## src/rtl/uart_receiver_if.sv

```systemverilog
// uart_receiver_if: register-side bus between the UART receiver and its peripheral wrapper
//   rd_en     : one-cycle pulse, bus read of the RX data register
//   irq_en    : interrupt enable from the control register
//   rx_data   : last accepted byte
//   rx_valid  : rx_data holds an unread byte
//   frame_err : sticky, a stop bit was sampled low
//   overrun   : sticky, a byte was dropped because rx_valid was still set
//   rx_irq    : level interrupt, rx_valid & irq_en
interface uart_receiver_if;
  logic       rd_en;
  logic       irq_en;
  logic [7:0] rx_data;
  logic       rx_valid;
  logic       frame_err;
  logic       overrun;
  logic       rx_irq;
  modport master (
    output rd_en, irq_en,
    input  rx_data, rx_valid, frame_err, overrun, rx_irq
  );
  modport slave (
    input  rd_en, irq_en,
    output rx_data, rx_valid, frame_err, overrun, rx_irq
  );
endinterface

```

## src/rtl/uart_receiver.sv

```systemverilog
// uart_receiver: 8N1 UART receiver with data register, sticky error flags and level interrupt
//   clk   : single clock, all state updates on posedge
//   reset : synchronous active-high reset
//   rx    : asynchronous serial line, idle high
//   bus   : register-side signals (uart_receiver_if.slave)
module uart_receiver #(
  parameter int CLKS_PER_BIT = 5208,
  parameter int SYNC_STAGES  = 2
) (
  input  logic             clk,
  input  logic             reset,
  input  logic             rx,
  uart_receiver_if.slave   bus
);
  localparam int CW = $clog2(CLKS_PER_BIT);
  localparam logic [CW-1:0] FULL = CW'(CLKS_PER_BIT - 1);
  localparam logic [CW-1:0] HALF = CW'(CLKS_PER_BIT / 2);
  typedef enum logic [2:0] {IDLE, START, DATA, STOP, WAIT_IDLE} state_t;
  state_t          state, state_d;
  logic [SYNC_STAGES-1:0] sync_q;
  logic            line;
  logic [CW-1:0]   cnt, cnt_d;
  logic [2:0]      idx, idx_d;
  logic [7:0]      shift, shift_d;
  logic            deliver, ferr, accept, rd_clr;
  logic [7:0]      data_q;
  logic            valid_q, ferr_q, ovr_q;
  // Synchronizer loads idle-high so reset never looks like a start bit.
  always_ff @(posedge clk) begin
    if (reset) sync_q <= '1;
    else sync_q <= {sync_q[SYNC_STAGES-2:0], rx};
  end
  assign line = sync_q[SYNC_STAGES-1];
  always_ff @(posedge clk) begin
    if (reset) begin
      state <= IDLE;
      cnt   <= '0;
      idx   <= '0;
      shift <= '0;
    end else begin
      state <= state_d;
      cnt   <= cnt_d;
      idx   <= idx_d;
      shift <= shift_d;
    end
  end
  // Each wait counts down to 0; the line is sampled in the cycle the count is 0.
  always_comb begin
    state_d = state;
    cnt_d   = cnt;
    idx_d   = idx;
    shift_d = shift;
    deliver = 1'b0;
    ferr    = 1'b0;
    case (state)
      IDLE: if (!line) begin
        state_d = START;
        cnt_d   = HALF;
      end
      START: if (cnt == '0) begin
        state_d = line ? IDLE : DATA;
        idx_d   = '0;
        cnt_d   = FULL;
      end else cnt_d = cnt - 1'b1;
      DATA: if (cnt == '0) begin
        shift_d[idx] = line;
        cnt_d        = FULL;
        idx_d        = idx + 3'd1;
        state_d      = idx == 3'd7 ? STOP : DATA;
      end else cnt_d = cnt - 1'b1;
      STOP: if (cnt == '0) begin
        deliver = line;
        ferr    = !line;
        state_d = line ? IDLE : WAIT_IDLE;
      end else cnt_d = cnt - 1'b1;
      // A held-low line (break) must go high before a new start is accepted.
      WAIT_IDLE: state_d = line ? IDLE : WAIT_IDLE;
      default: state_d = IDLE;
    endcase
  end
  // A read in the delivery cycle frees the register for the new byte.
  assign accept = deliver && (!valid_q || bus.rd_en);
  assign rd_clr = bus.rd_en && !deliver;
  always_ff @(posedge clk) begin
    if (reset) begin
      data_q  <= '0;
      valid_q <= 1'b0;
      ferr_q  <= 1'b0;
      ovr_q   <= 1'b0;
    end else begin
      data_q  <= accept ? shift : data_q;
      valid_q <= accept ? 1'b1 : rd_clr ? 1'b0 : valid_q;
      ferr_q  <= ferr ? 1'b1 : rd_clr ? 1'b0 : ferr_q;
      ovr_q   <= (deliver && !accept) ? 1'b1 : rd_clr ? 1'b0 : ovr_q;
    end
  end
  assign bus.rx_data   = data_q;
  assign bus.rx_valid  = valid_q;
  assign bus.frame_err = ferr_q;
  assign bus.overrun   = ovr_q;
  assign bus.rx_irq    = valid_q & bus.irq_en;
endmodule

```

## src/flat_wrapper.sv

```systemverilog
// flat-port wrapper written by rule: the top's interface ports become plain ports
module uart_receiver_flat 
#(
  parameter int CLKS_PER_BIT = 5208,
  parameter int SYNC_STAGES  = 2
)
  (clk, reset, rx, bus_rd_en, bus_irq_en, bus_rx_data, bus_rx_valid, bus_frame_err, bus_overrun, bus_rx_irq);
  uart_receiver_if bus_i ();
  input  logic clk;
  input  logic reset;
  input  logic rx;
  input wire logic [$bits(bus_i.rd_en)-1:0] bus_rd_en;
  input wire logic [$bits(bus_i.irq_en)-1:0] bus_irq_en;
  output wire logic [$bits(bus_i.rx_data)-1:0] bus_rx_data;
  output wire logic [$bits(bus_i.rx_valid)-1:0] bus_rx_valid;
  output wire logic [$bits(bus_i.frame_err)-1:0] bus_frame_err;
  output wire logic [$bits(bus_i.overrun)-1:0] bus_overrun;
  output wire logic [$bits(bus_i.rx_irq)-1:0] bus_rx_irq;
  assign bus_i.rd_en = bus_rd_en;
  assign bus_i.irq_en = bus_irq_en;
  assign bus_rx_data = bus_i.rx_data;
  assign bus_rx_valid = bus_i.rx_valid;
  assign bus_frame_err = bus_i.frame_err;
  assign bus_overrun = bus_i.overrun;
  assign bus_rx_irq = bus_i.rx_irq;
  uart_receiver #(.CLKS_PER_BIT(CLKS_PER_BIT), .SYNC_STAGES(SYNC_STAGES)) u_core (.clk(clk), .reset(reset), .rx(rx), .bus(bus_i));
endmodule
```

## config.mk

```make
export PLATFORM = sky130hd
export DESIGN_NAME = uart_receiver_flat
export DESIGN_NICKNAME = d
export VERILOG_FILES = /design/src/rtl/uart_receiver_if.sv /design/src/rtl/uart_receiver.sv /design/src/flat_wrapper.sv
export SDC_FILE = /design/constraint.sdc
export NUM_CORES = 1
export LEC_CHECK = 0
export CELL_PAD_IN_SITES_DETAIL_PLACEMENT = 1
export CELL_PAD_IN_SITES_GLOBAL_PLACEMENT = 2
export CORE_ASPECT_RATIO = 0.9
export CORE_MARGIN = 3
export CORE_UTILIZATION = 35
export CTS_CLUSTER_DIAMETER = 200
export DETAILED_ROUTE_END_ITERATION = 6
export MAX_ROUTING_LAYER = met4
export PLACE_DENSITY = 0.84
export SYNTH_ARGS = -nofsm -noshare
export SYNTH_HDL_FRONTEND = slang
export SYNTH_SLANG_ARGS = --single-unit
```

## constraint.sdc

```tcl
create_clock -name clk -period 2 [get_ports clk]
set_input_delay 0.3 -clock clk [delete_from_list [all_inputs] [get_ports clk]]
set_output_delay 0.3 -clock clk [all_outputs]
set_load 0.01 [all_outputs]
```

==> results of run 1 <==
-- power by group --
part,internal [mW],switching [mW]
Clock,0.376,0.312
Sequential,0.821,0.0416
Combinational,0.192,0.246
-- cells in the mapped netlist (all sizes together), types with 2 or more instances --
| library cell | instances |
|---|---|
| inv | 11 |
| o31ai | 11 |
| o211ai | 3 |
| or4 | 2 |
| nor3 | 4 |
| nand2b | 6 |
| dfxtp | 40 |
| and3 | 2 |
| or3 | 2 |
| nand3b | 3 |
| a211oi | 6 |
| or2 | 2 |
| nor4 | 5 |
| clkbuf | 11 |
| nor4b | 3 |
| nand4 | 13 |
| nor2 | 6 |
| and2 | 4 |
| and4 | 4 |
| a31o | 2 |
| o2bb2ai | 2 |
| nor3b | 2 |
| a21oi | 27 |
| a221oi | 3 |
| nand2 | 9 |
| nand3 | 13 |
| ha | 4 |
| a32o | 2 |
| o21ai | 14 |
| nor2b | 4 |
| a21o | 3 |
| buf | 10 |
| a311oi | 2 |
| o221ai | 3 |
-- sequential cells by signal (all words and copies together) (netlist names), 2 cells and up --
| register | flops |
|---|---|
| u_core.bus.rx_data | 8 |
| u_core.cnt | 13 |
| u_core.idx | 3 |
| u_core.shift | 8 |
| u_core.state | 3 |
| u_core.sync_q | 2 |
-- metal layers --
layer | GRT usage (%) | up-vias | wire, um
li1 | - | 1005 | -
met1 | 29.4 | 962 | 3210
met2 | 25.3 | 57 | 2480
met3 | 3.72 | 4 | 350
met4 | 5.29 | 0 | 47
met5 | - | - | 0
-- path summary, 6_finish.rpt --
kind,start,end,slack (ns)
setup / recovery,u_core.cnt[1]$_SDFFE_PP0P_,u_core.cnt[0]$_SDFFE_PP0P_,0.15
hold / removal,u_core.sync_q[0]$_SDFF_PP1_,u_core.sync_q[1]$_SDFF_PP1_,0.42
setup reg to reg,u_core.cnt[1]$_SDFFE_PP0P_,u_core.cnt[0]$_SDFFE_PP0P_,0.15
hold reg to reg,u_core.sync_q[0]$_SDFF_PP1_,u_core.sync_q[1]$_SDFF_PP1_,0.42
-- area by class of cell --
type / count / area [sq um]
clock buffers: 5 / 68.8
clock inverters: 3 / 47.5
flip-flops and latches: 40 / 801
multi-input cells: 180 / 1220
fillers: 699 / 3210
well taps: 70 / 87.6
repair buffers: 34 / 312
inverters: 11 / 41.3
-- stage by stage --
stage	worst slack (ns)	total power [mW]	instances	instance area [sq um]
after floorplan	0.248	1.15	252	2130
after global placement	0.164	1.28	334	2430
after detailed placement	0.0858	1.29	334	2430
after CTS	0.0451	1.98	342	2540
after global routing	0.00882	2.09	343	2580
final	0.150	1.99	343	2580
-- what timing repair did --
action / 4_1_cts / 5_1_grt
hold endpoints to repair: 0 / 0
setup endpoints to repair: 1 / 15
buffers inserted: 0 / 1
gates resized for setup: 1 / 8
cloned: 0 / 0
hold buffers: 0 / 0
-- logic make-up (layout without fill, tap and decap cells) --
| logic type | after synthesis | after routing | synth area share, % |
|---|---|---|---|
| AOI/OAI and AO/OA | 89 | 89 | 27.9 |
| and+or+nand+nor | 87 | 87 | 26.0 |
| DFF | 40 | 40 | 37.6 |
| buffers and inverters | 32 | 53 | 6.22 |
| adders and majority gates | 4 | 4 | 2.35 |
==> impl_metrics.ini, run 1 <==
[layout]
fin_util_pct = 44.5
area_growth_syn_to_layout_pct = 21.0
layout_commonest_cell = dfxtp_1
layout_common_cells = dfxtp_1 (40), a21oi_1 (27), clkdlybuf4s50_1 (16), buf_4 (16), o21ai_0 (14)
num-nets-final = 281
layout-drive-gt1-share_pct = 15.0
diodes = 0

[routing]
antenna_left = 0
dr.pass1.iters = 4
vias = 2028
drt_iter0_markers = 141
avgRoutedWirePerCell_um = 17.7
drcViolationCount = 0
wl_mm = 6.08
via_per_inst = 5.91

[floorplanning]
io_pins = 17
die_area_sq_um = 7060
rows = 26
die_h_um = 80.0
start_util_pct = 36.8
core-area_sq_um = 5790
die_x_um = 88.2

[synth]
synthArstFlopShare_pct = 0
ys_ff_latch = 40
yosysSeqAreaShare_pct = 37.6
synth_top_flop_cell = dfxtp_1
yosysTopAreaCell = dfxtp_1
synth_cell_types = 52
ys_warn_count = 0
synth.top_cell.area_share_pct = 37.6
syn_area_per_cell_sq_um = 8.46
syn-instance-count = 252
synth_area_sq_um = 2130
synth_fp_nets = 261
synth-edff-count = 0
synthTopCellsByArea = dfxtp_1 (38%), a21oi_1 (6.3%), o31ai_1 (3.9%)

[sta]
finalCriticalPeriod_ns = 1.85
fin_hold_ws_ns = 0.419
relSlewSlack_pct = 65.9
setup_viol = 0
slew_viol_final = 0
hold_violations = 0
rsz0062_at_grt = false
finalCritPeriodShare_pct = 92.5
tightestPinTransition_ns = 0.505
skew_ns = 0.00922
clock.fmax_mhz = 541
tns_ns = 0

[clock_tree]
cts_buffers = 5
cts_sinks = 40
cts_max_level = 2
clock_latency_ns = 0.30
cts_buffer_depth = 2
cts_root_buf = clkbuf_8
cts_tree = yes
clkTransAtPathRegs_ns = 0.08

[placed_design]
port_buffers = 16
place.gp.congestion = 0.885
dpl.hpwl_mm = 4.34

[setup_path]
path_buf_inv = 3
cp_cell_sequence = inv_1 > ha_1 > nor4b_4 > buf_4 > nand4_1 > buf_6 > a2bb2oi_1 > a211oi_2
crit_arrival_ns = 2.07
crit_path_end_kind = register
cp_slowest_cell = dfxtp_1
reg2reg_depth = 8
crit_type = reg -> reg
slowest_delay_ns = 0.34
critical_path_required_ns = 2.22
cp_max_fo = 16
startpoint_type = register
crit_cells = 8
cpLargestDelayFamily = buffers and inverters

[grt]
grt_pass1_vias = 1933
grt_usage_pct = 19.3
overflow = 0
grt_max_degree = 38
antenna_found_initial = 0
grt_pass1_wl_mm = 10.3

[job]
cap_violations = 0

[pwr]
p_leak_nw = 0.892
ir_worst_vdd_v = 0.000320
power.density_nw_per_um2 = 771

[min_path]
worst_hold_path.num_cells = 1
hp-class = reg -> reg

[outcome]
outcome = complete, no violations
Note: power is estimated with default switching activity, not from simulation.
==> run 2, diff against run 1 <==
Settings changed: PLACE_DENSITY 0.84 to 0.75.
==> run 2 against run 1 <==
Effect of this change:
- critical path depth unchanged
- sequential power about the same
- flip-flop and latch count unchanged
- critical path type unchanged
- largest cell class unchanged
==> impl_metrics.ini, run 2 (same netlist as run 1, synthesis figures left out) <==
[setup_path]
r2r_start = u_core.cnt[0]$_SDFFE_PP0P_
cp_slowest_cell = dfxtp_1
reg2reg_depth = 8
crit_path_end_kind = register
critical_path_required_ns = 2.17
slowest_delay_ns = 0.35
cp_cell_sequence = inv_2 > ha_1 > nor4b_4 > buf_4 > nand4_1 > buf_6 > o221ai_1 > a211oi_1
crit_type = reg -> reg
path_buf_inv = 3
r2r-end = u_core.cnt[11]$_SDFFE_PP0P_
startpoint_type = register
crit_arrival_ns = 2.04
cp_max_fo = 8
r2r_slack_ns = 0.13
cpLargestDelayFamily = buffers and inverters

[grt]
overflow = 0
antenna_found_initial = 0
grt_pass1_wl_mm = 10.7
grt_max_degree = 21
grt_usage_pct = 20.0
grt_pass1_vias = 2078

[floorplanning]
rows = 26
core-area_sq_um = 5790
start_util_pct = 36.8
io_pins = 17
die_x_um = 88.2
die_h_um = 80.0
die_area_sq_um = 7060

[job]
cap_violations = 0

[pwr]
pwr-share-comb_pct = 22.3
ir_worst_vdd_v = 0.000342
p_leak_nw = 0.921
power.density_nw_per_um2 = 787
p_int_mw = 1.46
power_frac_seq_pct = 41.8
switching_share_pct = 29.3
p_sw_mw = 0.605
p_clk_share_pct = 35.9

[routing]
antenna_left = 0
via_per_inst = 6.04
wl_mm = 6.59
dr.pass1.iters = 4
drt_iter0_markers = 132
vias = 2101
avgRoutedWirePerCell_um = 18.9
drcViolationCount = 0

[sta]
skew_ns = 0.0133
fin_hold_ws_ns = 0.420
rsz0062_at_grt = true
slew_viol_final = 0
finalCritPeriodShare_pct = 93.4
fin_ws_ns = 0.133
tns_ns = 0
hold_violations = 0
finalCriticalPeriod_ns = 1.87
setup_viol = 0
clock.fmax_mhz = 535
relSlewSlack_pct = 54.9
tightestPinTransition_ns = 0.675

[layout]
fin_util_pct = 45.2
num-nets-final = 286
stdcell_count = 348
layout_commonest_cell = dfxtp_1
area_growth_syn_to_layout_pct = 23.0
layout-drive-gt1-share_pct = 16.9
multi_input_area_sq_um = 1230
layout_common_cells = dfxtp_1 (40), a21oi_1 (27), buf_4 (20)
fill_cells = 678
diodes = 0
top_register = u_core.cnt
regArea_sq_um = 801
largest_reg_flops = 13

[placed_design]
place.gp.congestion = 0.874
dpl.hpwl_mm = 4.51
placedCellCount = 335
port_buffers = 16
place_ws_ns = 0.0223

[clock_tree]
cts_buffer_depth = 2
clkTransAtPathRegs_ns = 0.09
cts_buffers = 5
cts_max_level = 2
cts_root_buf = clkbuf_8
cts_tree = yes
clock_latency_ns = 0.30
cts_sinks = 40

[min_path]
hp-class = reg -> reg
hp-start = u_core.sync_q[0]$_SDFF_PP1_
worst_hold_path.num_cells = 1
hold_path_end = u_core.sync_q[1]$_SDFF_PP1_

[outcome]
outcome = complete, no violations
==> run 2: routing by layer <==
metal / vias to the layer above / share of wire (%) / global-route usage (%) / wire [um]
met4: 0 / 1.0 / 5.74 / 68
met3: 6 / 4.3 / 3.72 / 282
met1: 1039 / 51 / 28.9 / 3390
li1: 1012 / - / - / -
met5: - / 0 / - / 0
met2: 44 / 43 / 28.3 / 2850
==> run 2: cell type report <==
type / count / share of cell area, %
Sequential cell: 40 / 30.6
Multi-Input combinational cell: 180 / 46.8
Inverter: 11 / 1.58
Tap cell: 70 / 3.34
Timing Repair Buffer: 39 / 12.9
Clock buffer: 7 / 3.68
Clock inverter: 1 / 1.15
==> run 2: per-stage QoR <==
stage / power, mW / area, sq um
CTS: 2.04 / 2570
finish: 2.06 / 2620
global route: 2.17 / 2620
global placement: 1.28 / 2420
detailed placement: 1.28 / 2420
floorplan: 1.15 / 2130
==> run 2: timing repair <==
item,CTS,global route
setup buffers,3,1
hold endpoints to repair,0,0
cloned,0,1
resized for setup,0,11
pin swaps,1,1
hold buffers,0,0
endpoints found under the setup margin,3,16
==> run 2: power by group through the flow <==
stage / logic (mW) / registers (mW) / clock network, mW
after floorplan: 0.283 / 0.864 / 0
after global placement: 0.398 / 0.878 / 0
after detailed placement: 0.398 / 0.879 / 0
after CTS: 0.418 / 0.860 / 0.760
after global routing: 0.505 / 0.868 / 0.795
final: 0.460 / 0.862 / 0.739
==> run 2: worst max-delay path by stage <==
| stage | startpoint | endpoint | slack, ns | cells past startpoint |
|---|---|---|---|---|
| global placement | u_core.cnt[0]$_SDFFE_PP0P_ | u_core.shift[5]$_SDFFE_PP0P_ | 0.09 | 6 |
| CTS | u_core.cnt[0]$_SDFFE_PP0P_ | u_core.cnt[11]$_SDFFE_PP0P_ | 0.11 | 8 |
| finish | u_core.cnt[0]$_SDFFE_PP0P_ | u_core.cnt[11]$_SDFFE_PP0P_ | 0.13 | 8 |
| global route | u_core.cnt[0]$_SDFFE_PP0P_ | u_core.state[0]$_SDFFE_PP0P_ | -0.03 | 6 |
| floorplan | u_core.cnt[0]$_SDFFE_PP0P_ | u_core.cnt[10]$_SDFFE_PP0P_ | 0.25 | 7 |
| detailed placement | u_core.cnt[0]$_SDFFE_PP0P_ | u_core.shift[2]$_SDFFE_PP0P_ | 0.02 | 6 |
==> run 3, diff against run 2 <==
Settings changed: CTS_CLUSTER_DIAMETER 200 to 40.
==> results of run 3 <==
Same layout as run 2: the final DEF is identical, and so are final timing and power.
